### src/rtl/cla_pkg.sv
// rtl/cla_pkg.sv - shared constants, P/G type and lookahead helpers for cla_pipe
package cla_pkg;

   localparam int CLA_GROUP_W = 16;
   localparam int CLA_FANIN   = 4;
   localparam int CLA_MAX_W   = 256;

   typedef struct packed {
      logic p;
      logic g;
   } pg_t;

   // Largest positive (neg=0) or most negative (neg=1) value of a width-bit signed number
   function automatic logic [CLA_MAX_W-1:0] sat_value(input int width, input logic neg);
      logic [CLA_MAX_W-1:0] msb;
      msb = CLA_MAX_W'(1) << (width - 1);
      return neg ? msb : msb - CLA_MAX_W'(1);
   endfunction

   // Carries into positions 0..3 of a 4-wide lookahead block
   function automatic logic [3:0] la_carry(input logic [2:0] p, input logic [2:0] g, input logic c);
      logic [3:0] r;
      r[0] = c;
      r[1] = g[0] | (p[0] & c);
      r[2] = g[1] | (p[1] & g[0]) | (p[1] & p[0] & c);
      r[3] = g[2] | (p[2] & g[1]) | (p[2] & p[1] & g[0]) | (p[2] & p[1] & p[0] & c);
      return r;
   endfunction

   // Block propagate/generate of a 4-wide lookahead block
   function automatic pg_t la_pg(input logic [3:0] p, input logic [3:0] g);
      pg_t r;
      r.p = &p;
      r.g = g[3] | (p[3] & g[2]) | (p[3] & p[2] & g[1]) | (p[3] & p[2] & p[1] & g[0]);
      return r;
   endfunction

   // 16-bit two-level CLA: returns {G, P, sum with carry-in 1, sum with carry-in 0}
   function automatic logic [2*CLA_GROUP_W+1:0] cla16(input logic [CLA_GROUP_W-1:0] a,
                                                      input logic [CLA_GROUP_W-1:0] b);
      logic [CLA_GROUP_W-1:0] p, g, cy0, cy1;
      logic [3:0] np, ng, nc0, nc1;
      pg_t t;
      pg_t gpg;
      p = a ^ b;
      g = a & b;
      for (int n = 0; n < 4; n++) begin
         t = la_pg(p[4*n +: 4], g[4*n +: 4]);
         np[n] = t.p;
         ng[n] = t.g;
      end
      nc0 = la_carry(np[2:0], ng[2:0], 1'b0);
      nc1 = la_carry(np[2:0], ng[2:0], 1'b1);
      for (int n = 0; n < 4; n++) begin
         cy0[4*n +: 4] = la_carry(p[4*n +: 3], g[4*n +: 3], nc0[n]);
         cy1[4*n +: 4] = la_carry(p[4*n +: 3], g[4*n +: 3], nc1[n]);
      end
      gpg = la_pg(np, ng);
      return {gpg.g, gpg.p, p ^ cy1, p ^ cy0};
   endfunction

endpackage

### src/rtl/cla_pipe_stage.sv
// rtl/cla_pipe_stage.sv - one payload + valid pipeline register with hold enable
module cla_pipe_stage #(
   parameter int W = 8
) (
   input  logic         clk,
   input  logic         rst,
   input  logic         en,
   input  logic         d_valid,
   input  logic [W-1:0] d,
   output logic         q_valid,
   output logic [W-1:0] q
);

   // Load when the pipeline advances, hold otherwise; reset clears valid and payload
   always_ff @(posedge clk) begin
      if (rst) begin
         q_valid <= 1'b0;
         q       <= '0;
      end else if (en) begin
         q_valid <= d_valid;
         q       <= d;
      end
   end

endmodule

### src/rtl/cla_pipe.sv
// rtl/cla_pipe.sv - pipelined hierarchical CLA add/sub; optional saturation via CLA_PIPE_SAT_EN
module cla_pipe
   import cla_pkg::*;
#(
   parameter int WIDTH   = 64,
   parameter int LATENCY = 2
) (
   input  logic             clk,
   input  logic             rst,
   input  logic             in_valid,
   output logic             in_ready,
   input  logic [WIDTH-1:0] din1,
   input  logic [WIDTH-1:0] din2,
   input  logic             cin,
   input  logic             sub,
   output logic             out_valid,
   input  logic             out_ready,
   output logic [WIDTH-1:0] dout,
   output logic             cout,
   output logic             ovf
);

   localparam int NG  = WIDTH / CLA_GROUP_W;
   localparam int NS  = (NG + CLA_FANIN - 1) / CLA_FANIN;
   localparam int NGP = NS * CLA_FANIN;
   localparam int P1  = 2 * WIDTH + 2 * NG + 3;
   localparam int PF  = WIDTH + 2;
   localparam int NF  = (LATENCY == 1) ? 1 : LATENCY - 1;

   logic advance;
   assign advance  = !out_valid || out_ready;
   assign in_ready = advance;

   logic [WIDTH-1:0] bx, s1_sum0, s1_sum1;
   logic [NG-1:0]    s1_p, s1_g;
   logic             cin_eff;
   logic [P1-1:0]    s1_d;

   // Operand conditioning, per-group carry-select sums and group P/G
   always_comb begin
      logic [2*CLA_GROUP_W+1:0] grp;
      grp      = '0;
      s1_sum0  = '0;
      s1_sum1  = '0;
      s1_p     = '0;
      s1_g     = '0;
      bx       = sub ? ~din2 : din2;
      cin_eff  = sub ? 1'b1 : cin;
      for (int k = 0; k < NG; k++) begin
         grp = cla16(din1[k*CLA_GROUP_W +: CLA_GROUP_W], bx[k*CLA_GROUP_W +: CLA_GROUP_W]);
         s1_sum0[k*CLA_GROUP_W +: CLA_GROUP_W] = grp[CLA_GROUP_W-1:0];
         s1_sum1[k*CLA_GROUP_W +: CLA_GROUP_W] = grp[2*CLA_GROUP_W-1:CLA_GROUP_W];
         s1_p[k] = grp[2*CLA_GROUP_W];
         s1_g[k] = grp[2*CLA_GROUP_W+1];
      end
      s1_d = {bx[WIDTH-1], din1[WIDTH-1], cin_eff, s1_g, s1_p, s1_sum1, s1_sum0};
   end

   logic [P1-1:0] up;
   logic          up_valid;

   generate
      if (LATENCY == 1) begin : g_comb
         assign up       = s1_d;
         assign up_valid = in_valid;
      end else begin : g_reg
         cla_pipe_stage #(.W(P1)) u_s1 (
            .clk(clk), .rst(rst), .en(advance),
            .d_valid(in_valid), .d(s1_d),
            .q_valid(up_valid), .q(up)
         );
      end
   endgenerate

   logic [WIDTH-1:0] up_sum0, up_sum1;
   logic [NG-1:0]    up_p, up_g;
   logic             up_cin, up_am, up_bm;
   assign up_sum0 = up[WIDTH-1:0];
   assign up_sum1 = up[2*WIDTH-1:WIDTH];
   assign up_p    = up[2*WIDTH+NG-1:2*WIDTH];
   assign up_g    = up[2*WIDTH+2*NG-1:2*WIDTH+NG];
   assign up_cin  = up[2*WIDTH+2*NG];
   assign up_am   = up[P1-2];
   assign up_bm   = up[P1-1];

   logic [NGP-1:0] gpp, ggp, gc;
   logic [NS-1:0]  set_cin;

   // Pad group P/G to whole sets; padding passes carries through untouched
   always_comb begin
      gpp = '1;
      ggp = '0;
      gpp[NG-1:0] = up_p;
      ggp[NG-1:0] = up_g;
   end

   generate
      if (NS > 1) begin : g_lvl3
         logic [CLA_FANIN-1:0] sp, sg;
         logic [3:0]           tc;
         // Third lookahead level over sets of four groups
         always_comb begin
            pg_t t;
            sp = '1;
            sg = '0;
            for (int s = 0; s < NS; s++) begin
               t = la_pg(gpp[CLA_FANIN*s +: CLA_FANIN], ggp[CLA_FANIN*s +: CLA_FANIN]);
               sp[s] = t.p;
               sg[s] = t.g;
            end
            tc = la_carry(sp[2:0], sg[2:0], up_cin);
         end
         assign set_cin = tc[NS-1:0];
      end else begin : g_lvl2
         assign set_cin = up_cin;
      end
   endgenerate

   // Second lookahead level: carry into every group from its set carry-in
   always_comb begin
      gc = '0;
      for (int s = 0; s < NS; s++)
         gc[CLA_FANIN*s +: CLA_FANIN] = la_carry(gpp[CLA_FANIN*s +: 3], ggp[CLA_FANIN*s +: 3], set_cin[s]);
   end

`ifdef CLA_PIPE_SAT_EN
   logic [CLA_MAX_W-1:0] sat_full;
   assign sat_full = sat_value(WIDTH, up_am);
`endif

   logic [WIDTH-1:0] res;
   logic             c_out, c_msb, v;
   logic [PF-1:0]    fin;

   // Carry-select of group sums, carry out and signed overflow
   always_comb begin
      res = '0;
      for (int k = 0; k < NG; k++)
         res[k*CLA_GROUP_W +: CLA_GROUP_W] = gc[k] ? up_sum1[k*CLA_GROUP_W +: CLA_GROUP_W]
                                                   : up_sum0[k*CLA_GROUP_W +: CLA_GROUP_W];
      c_out = ggp[NG-1] | (gpp[NG-1] & gc[NG-1]);
      c_msb = up_am ^ up_bm ^ res[WIDTH-1];
      v     = c_msb ^ c_out;
`ifdef CLA_PIPE_SAT_EN
      if (v)
         res = sat_full[WIDTH-1:0];
`endif
      fin = {v, c_out, res};
   end

   logic [PF-1:0] f_dat [NF+1];
   logic          f_vld [NF+1];
   assign f_dat[0] = fin;
   assign f_vld[0] = up_valid;

   generate
      for (genvar i = 0; i < NF; i++) begin : g_fin
         cla_pipe_stage #(.W(PF)) u_f (
            .clk(clk), .rst(rst), .en(advance),
            .d_valid(f_vld[i]), .d(f_dat[i]),
            .q_valid(f_vld[i+1]), .q(f_dat[i+1])
         );
      end
   endgenerate

   assign out_valid = f_vld[NF];
   assign dout      = f_dat[NF][WIDTH-1:0];
   assign cout      = f_dat[NF][WIDTH];
   assign ovf       = f_dat[NF][WIDTH+1];

endmodule

### config.mk
export PLATFORM = sky130hd
export DESIGN_NAME = cla_pipe
export DESIGN_NICKNAME = d
export VERILOG_FILES = /design/src/rtl/cla_pkg.sv /design/src/rtl/cla_pipe_stage.sv /design/src/rtl/cla_pipe.sv
export SDC_FILE = /design/constraint.sdc
export NUM_CORES = 1
export LEC_CHECK = 0
export ABC_AREA = 1
export BUFFER_PORTS_ARGS = -buffer_cell sky130_fd_sc_hd__buf_2
export CAP_MARGIN = 20
export CORE_MARGIN = 2
export CORE_UTILIZATION = 45
export DETAILED_ROUTE_END_ITERATION = 10
export PLACE_DENSITY = 0.72
export SYNTH_ARGS = -nofsm -noshare
export SYNTH_HDL_FRONTEND = slang
export SYNTH_SLANG_ARGS = --single-unit
### constraint.sdc
create_clock -name clk -period 3.3 [get_ports clk]
set_input_delay 0.66 -clock clk [delete_from_list [all_inputs] [get_ports clk]]
set_output_delay 0.66 -clock clk [all_outputs]
set_load 0.005 [all_outputs]
==> flow_summary.yaml, run 1 <==
placed_design:
  gp_congestion: 0.883
  dp.cells: 2245
  hpwl_um: 21100
  io_buffers: 201
  dpl_worst_slack_ps: -64.1
worst_setup_path:
  path_class: "input port to flop"
  cp-endpoint: "g_reg.u_s1.q[77]$_SDFFE_PP0P_"
  crit_required_ps: 3680
  critPathSlowestCell: "fa_1"
  arrival_ps: 3210
  r2r-end: "g_fin[0].u_f.q[39]$_SDFFE_PP0P_"
  worst_r2r_path_depth: 10
  r2r_slack_ps: 1080
  path_cells: "buf_4, buf_4, xnor2_1, inv_1, ha_1, nand2_1, nor2_2, nand3_1, nand4_2, inv_1, fa_1, xor2_1, a21oi_1"
  crit_start: "sub"
  worstPathMaxFanout: 19
  cpPeakStageDelay_ps: 400
  r2r-start: "g_reg.u_s1.q[128]$_SDFFE_PP0P_"
  end_kind: "flop"
  start_kind: "input port"
global_route:
  grt_usage: 0.196
  grt_pass1_wl_um: 50600
  grt_max_degree: 158
  grt_overflow_total: 0
  grt_pass1_vias: 10600
  antenna_found_initial: 1
synthesis:
  synth_area_per_cell_um2: 7.33
  synth_cell_types: 42
  postSynthCellCount: 1789
  yosys.area_share.simple: 0.188
  yosysSeqAreaShare: 0.316
  synthAdderAreaFrac: 0.108
  synth_top_area_frac: 0.316
  synth_edf_count: 0
  synth_ff_type: "dfxtp_1"
  synth_compound_area_frac: 0.173
  muxShareOfSynthArea: 0
  ys_seq_elements: 207
  synth_warnings: 0
  synth_top_family_by_area: "simple AND/OR/NAND/NOR gates"
  synth_xor_xnor_area_share: 0.0774
  yosysTopAreaCell: "dfxtp_1"
  synthArstFlopShare: 0
  syn_area_um2: 13100
  yosys-top-cells-area: "dfxtp_1, nand2_1, inv_1, ha_1, xor2_1"
  synth_fp_nets: 2019
routing:
  routedWlPerCell_um: 13.2
  routed_wl_um: 30200
  viasPerCell: 4.94
  drtIter0Drc: 663
  final_antenna_net_count: 0
  drcViolationCount: 0
  vias: 11300
  dr.pass1.iters: 5
sta:
  rsz0062_at_grt: "no"
  setup_slack_ps: 474
  relSlewSlack: 0.442
  fmax_ghz: 0.354
  setup_viol: 0
  final_hold_viol_count: 0
  skew_ps: 11.1
  worst_slew_pin_slew_ps: 837
  period_share: 0.856
  slew_violations: 0
  min_period_ps: 2830
  holdWs_ps: 416
  totalNegativeSetupSlack_ps: 0
clocking:
  cts.hold.buffers_added: 0
  htreeDepth: 1
  tritoncts: "yes"
  ctsRootBufferMaster: "clkbuf_16"
  clkTransAtPathRegs_ps: 60
  post_cts_resized: 0
  clock_path_buffers: 3
  clk_latency_ps: 520
  cts_sinks: 207
  cts_setup_buffers: 0
  cts_buffers: 24
die:
  die_w_um: 175
  die-area_um2: 30500
  row_count: 62
  coreArea_um2: 28700
  ioPinCount: 202
  die-height_um: 175
  initial_utilization: 0.457
final_layout:
  mostFrequentLayoutCell: "nand2_1"
  fin_util: 0.513
  mostFrequentLayoutCells: "nand2_1, inv_1, dfxtp_1"
  area_delta_synth_final_pct: 12.2
  drive_gt1_frac: 0.161
  layoutNonFillerInstCount: 2287
  nNetsFinal: 2117
power:
  vdd_drop_max_mv: 0.405
  p_leak_uw: 0.00778
  power_density_nw_per_um2: 534
flow_run:
  maxCapViolCount: 0
min_path:
  hp-class: "input port to flop"
status:
  run_status: "finished clean"
-- final cells by class --
type	instances	area, um^2
Sequential cell	207	4140
Fill cell	2814	14000
Clock buffer	29	641
Clock inverter	12	115
Tap cell	384	480
Timing Repair Buffer	220	1190
Multi-Input combinational cell	1176	7170
Inverter	258	981
Antenna cell	1	2.50
-- sequential cells by signal (all words and copies together) (netlist names) --
| signal | flops |
|---|---|
| g_reg.u_s1.q | 139 |
| g_fin.u_f.q | 66 |
| g_fin.u_f.q_valid | 1 |
| g_reg.u_s1.q_valid | 1 |
-- logic make-up after synthesis --
group                    Yosys count
flip-flops                       207
AND/OR/NAND/NOR                  563
adder cells (fa/ha/maj)           96
AO/OA/AOI/OAI                    401
XOR/XNOR                         116
buffers and inverters            406
-- per-layer routing --
layer,up-vias,GRT usage,routed length [um]
li1,5875,-,-
met1,5131,0.262,14000
met2,250,0.334,14000
met3,46,0.0287,1570
met4,0,0.0493,589
met5,-,0,0
-- synthesized netlist by cell type, drive strengths merged, types with 31 or more instances --
cell type / n
a21oi: 138
buf: 96
clkbuf: 52
dfxtp: 207
ha: 68
inv: 257
nand2: 351
nand3: 99
nor2: 84
o211ai: 44
o21ai: 159
o21bai: 31
xor2: 91
-- worst max-delay path: cells and delay by family --
| family | cells | cell delay, ps |
|---|---|---|
| and+or+nand+nor | 4 | 600 |
| buffers and inverters | 4 | 710 |
| xor gates and xnor gates | 2 | 370 |
| AOI/OAI and AO/OA | 1 | 80 |
| adders and majority gates | 2 | 760 |
-- metrics by stage --
step           power, uW  area, um^2
6_report            7860       14700
5_1_grt             8430       14700
4_1_cts             7970       14700
3_5_place_dp        5340       14000
3_3_place_gp        5270       14000
2_1_floorplan       4850       13100
-- power breakdown --
part	internal (uW)	switching, uW
Combinational	896	1300
Sequential	2900	189
Clock	1530	1050
Total	5330	2540
-- worst min path at each step --
stage / start / endpoint / slack (ps) / cells past startpoint
4_1_cts: din1[63] / g_reg.u_s1.q[137]$_SDFFE_PP0P_ / 390 / 3
3_5_place_dp: g_reg.u_s1.q[112]$_SDFFE_PP0P_ / g_reg.u_s1.q[112]$_SDFFE_PP0P_ / 440 / 2
3_3_place_gp: g_reg.u_s1.q[112]$_SDFFE_PP0P_ / g_reg.u_s1.q[112]$_SDFFE_PP0P_ / 430 / 2
6_report: din1[63] / g_reg.u_s1.q[137]$_SDFFE_PP0P_ / 420 / 3
5_1_grt: din1[63] / g_reg.u_s1.q[137]$_SDFFE_PP0P_ / 430 / 3
2_1_floorplan: g_reg.u_s1.q[112]$_SDFFE_PP0P_ / g_reg.u_s1.q[112]$_SDFFE_PP0P_ / 420 / 2
Power figures use the tool's default switching activity.
==> run 2, diff against run 1 <==
--- a/config.mk
+++ b/config.mk
@@ -8,10 +8,12 @@
 export ABC_AREA = 1
 export BUFFER_PORTS_ARGS = -buffer_cell sky130_fd_sc_hd__buf_2
 export CAP_MARGIN = 20
+export CORE_ASPECT_RATIO = 0.75
 export CORE_MARGIN = 2
 export CORE_UTILIZATION = 45
 export DETAILED_ROUTE_END_ITERATION = 10
 export PLACE_DENSITY = 0.72
+export RECOVER_POWER = 50
 export SYNTH_ARGS = -nofsm -noshare
 export SYNTH_HDL_FRONTEND = slang
 export SYNTH_SLANG_ARGS = --single-unit
==> run 2 against run 1 <==
Compared with the run above:
- die area is essentially flat
- cell area grew 0.14%
- core utilization shrank 0.19 points
- clock-buffer cell count grew 1
- global-route usage grew 1.0 points
- largest power group unchanged
- the flow now finishes with violations (max-capacitance violations, max-slew violations)
- setup slack gained 80 ps
- clock skew shrank 1.7 ps
- via count grew 0.60%
==> flow_summary.yaml, run 2 (synthesis results as in run 1) <==
sta:
  slew_violations: 128
  rsz0062_at_grt: "no"
  period_share: 0.832
  final_hold_viol_count: 0
  worst_slew_pin_slew_ps: 1700
  totalNegativeSetupSlack_ps: 0
  fmax_ghz: 0.364
  skew_ps: 9.40
  min_period_ps: 2750
  setup_viol: 0
  setup_slack_ps: 554
  relSlewSlack: -0.132
  holdWs_ps: 394
final_layout:
  largestRegisters: "g_reg.u_s1.q x139, g_fin.u_f.q x66"
  drive_gt1_frac: 0.145
  nNetsFinal: 2120
  diodes: 0
  mostFrequentLayoutCells: "nand2_1, inv_1, dfxtp_1"
  fin_util: 0.511
  multi_input_area_um2: 7160
  seq_area_um2: 4140
  mostFrequentLayoutCell: "nand2_1"
  largest_register: "g_reg.u_s1.q"
  nFillCells: 2815
  layoutNonFillerInstCount: 2298
  largest_reg_flops: 139
  area_delta_synth_final_pct: 12.4
routing:
  drtIter0Drc: 672
  dr.pass1.iters: 5
  vias: 11400
  final_antenna_net_count: 0
  routedWlPerCell_um: 13.9
  routed_wl_um: 32000
  viasPerCell: 4.95
  drcViolationCount: 0
placed_design:
  io_buffers: 201
  gp_congestion: 0.881
  dp.cells: 2257
  dpl_worst_slack_ps: 105
  hpwl_um: 22600
clocking:
  clkTransAtPathRegs_ps: 70
  cts_sinks: 207
  clk_latency_ps: 520
  clock_path_buffers: 3
  htreeDepth: 1
  post_cts_resized: 0
  ctsRootBufferMaster: "clkbuf_16"
  cts_setup_buffers: 0
  cts.hold.buffers_added: 0
  cts_buffers: 23
  tritoncts: "yes"
worst_setup_path:
  end_kind: "flop"
  worst_r2r_path_depth: 6
  start_kind: "input port"
  worstPathMaxFanout: 68
  path_class: "input port to flop"
  r2r-end: "g_reg.u_s1.q[129]$_SDFFE_PP0P_"
  cp-endpoint: "g_fin[0].u_f.q[13]$_SDFFE_PP0P_"
  arrival_ps: 3190
  r2r_slack_ps: 590
  crit_required_ps: 3740
  r2r-start: "g_fin[0].u_f.q_valid$_SDFFE_PP0P_"
  crit_start: "rst"
die:
  die-height_um: 152
  coreArea_um2: 28900
  row_count: 54
  die_w_um: 201
  initial_utilization: 0.455
  ioPinCount: 202
  die-area_um2: 30500
global_route:
  grt_pass1_vias: 10800
  grt_max_degree: 113
  grt_usage: 0.207
  grt_pass1_wl_um: 53200
  grt_overflow_total: 0
  antenna_found_initial: 1
power:
  p_leak_uw: 0.00769
  vdd_drop_max_mv: 0.342
  power_density_nw_per_um2: 544
min_path:
  worstHoldPathCells: 3
  hp-class: "input port to flop"
status:
  run_status: "complete, but fails checks"
  violations: "max-capacitance violations, max-slew violations"
flow_run:
  maxCapViolCount: 2
==> run 2: routing by layer <==
metal  up-vias  wire [um]  share of wire  track usage
li1       5874          -              -            -
met4         0        558          0.017       0.0381
met1      5165      15000           0.47        0.285
met2       296      14500           0.45        0.342
met5         -          0              0            0
met3        35       1890          0.059       0.0356
==> run 2: worst min path at each step <==
stage,from,to,slack [ps]
floorplan,g_reg.u_s1.q[112]$_SDFFE_PP0P_,g_reg.u_s1.q[112]$_SDFFE_PP0P_,420
global placement,g_reg.u_s1.q[112]$_SDFFE_PP0P_,g_reg.u_s1.q[112]$_SDFFE_PP0P_,430
detailed placement,g_reg.u_s1.q[112]$_SDFFE_PP0P_,g_reg.u_s1.q[112]$_SDFFE_PP0P_,450
CTS,in_valid,g_reg.u_s1.q_valid$_SDFFE_PP0P_,380
global route,in_valid,g_reg.u_s1.q_valid$_SDFFE_PP0P_,410
finish,in_valid,g_reg.u_s1.q_valid$_SDFFE_PP0P_,390
==> run 2: cell type report <==
type                    count  share of cell area
clock inverters            11             0.00925
repair buffers            224              0.0800
multi-input cells        1176               0.486
flip-flops and latches    207               0.281
clock buffers              30              0.0442
well taps                 392              0.0333
inverters                 258              0.0664
==> run 2: where the power goes <==
| part | internal, uW | switching, uW | leakage (uW) |
|---|---|---|---|
| logic | 894 | 1330 | 0.00558 |
| registers | 2900 | 192 | 0.00172 |
| clock network | 1620 | 1080 | 0.000392 |
==> run 2: through the flow <==
stage	instance area (um^2)	total power, uW
floorplan	13100	4850
global placement	14000	5300
detailed placement	14000	5380
CTS	14800	8110
global route	14700	8570
finish	14700	8020
==> run 2: worst max-delay path, stage by stage <==
cell and delay [ps]:
buf_2 230, inv_1 1260, buf_12 370, clkbuf_1 310, o21ai_0 150, a31oi_1 170
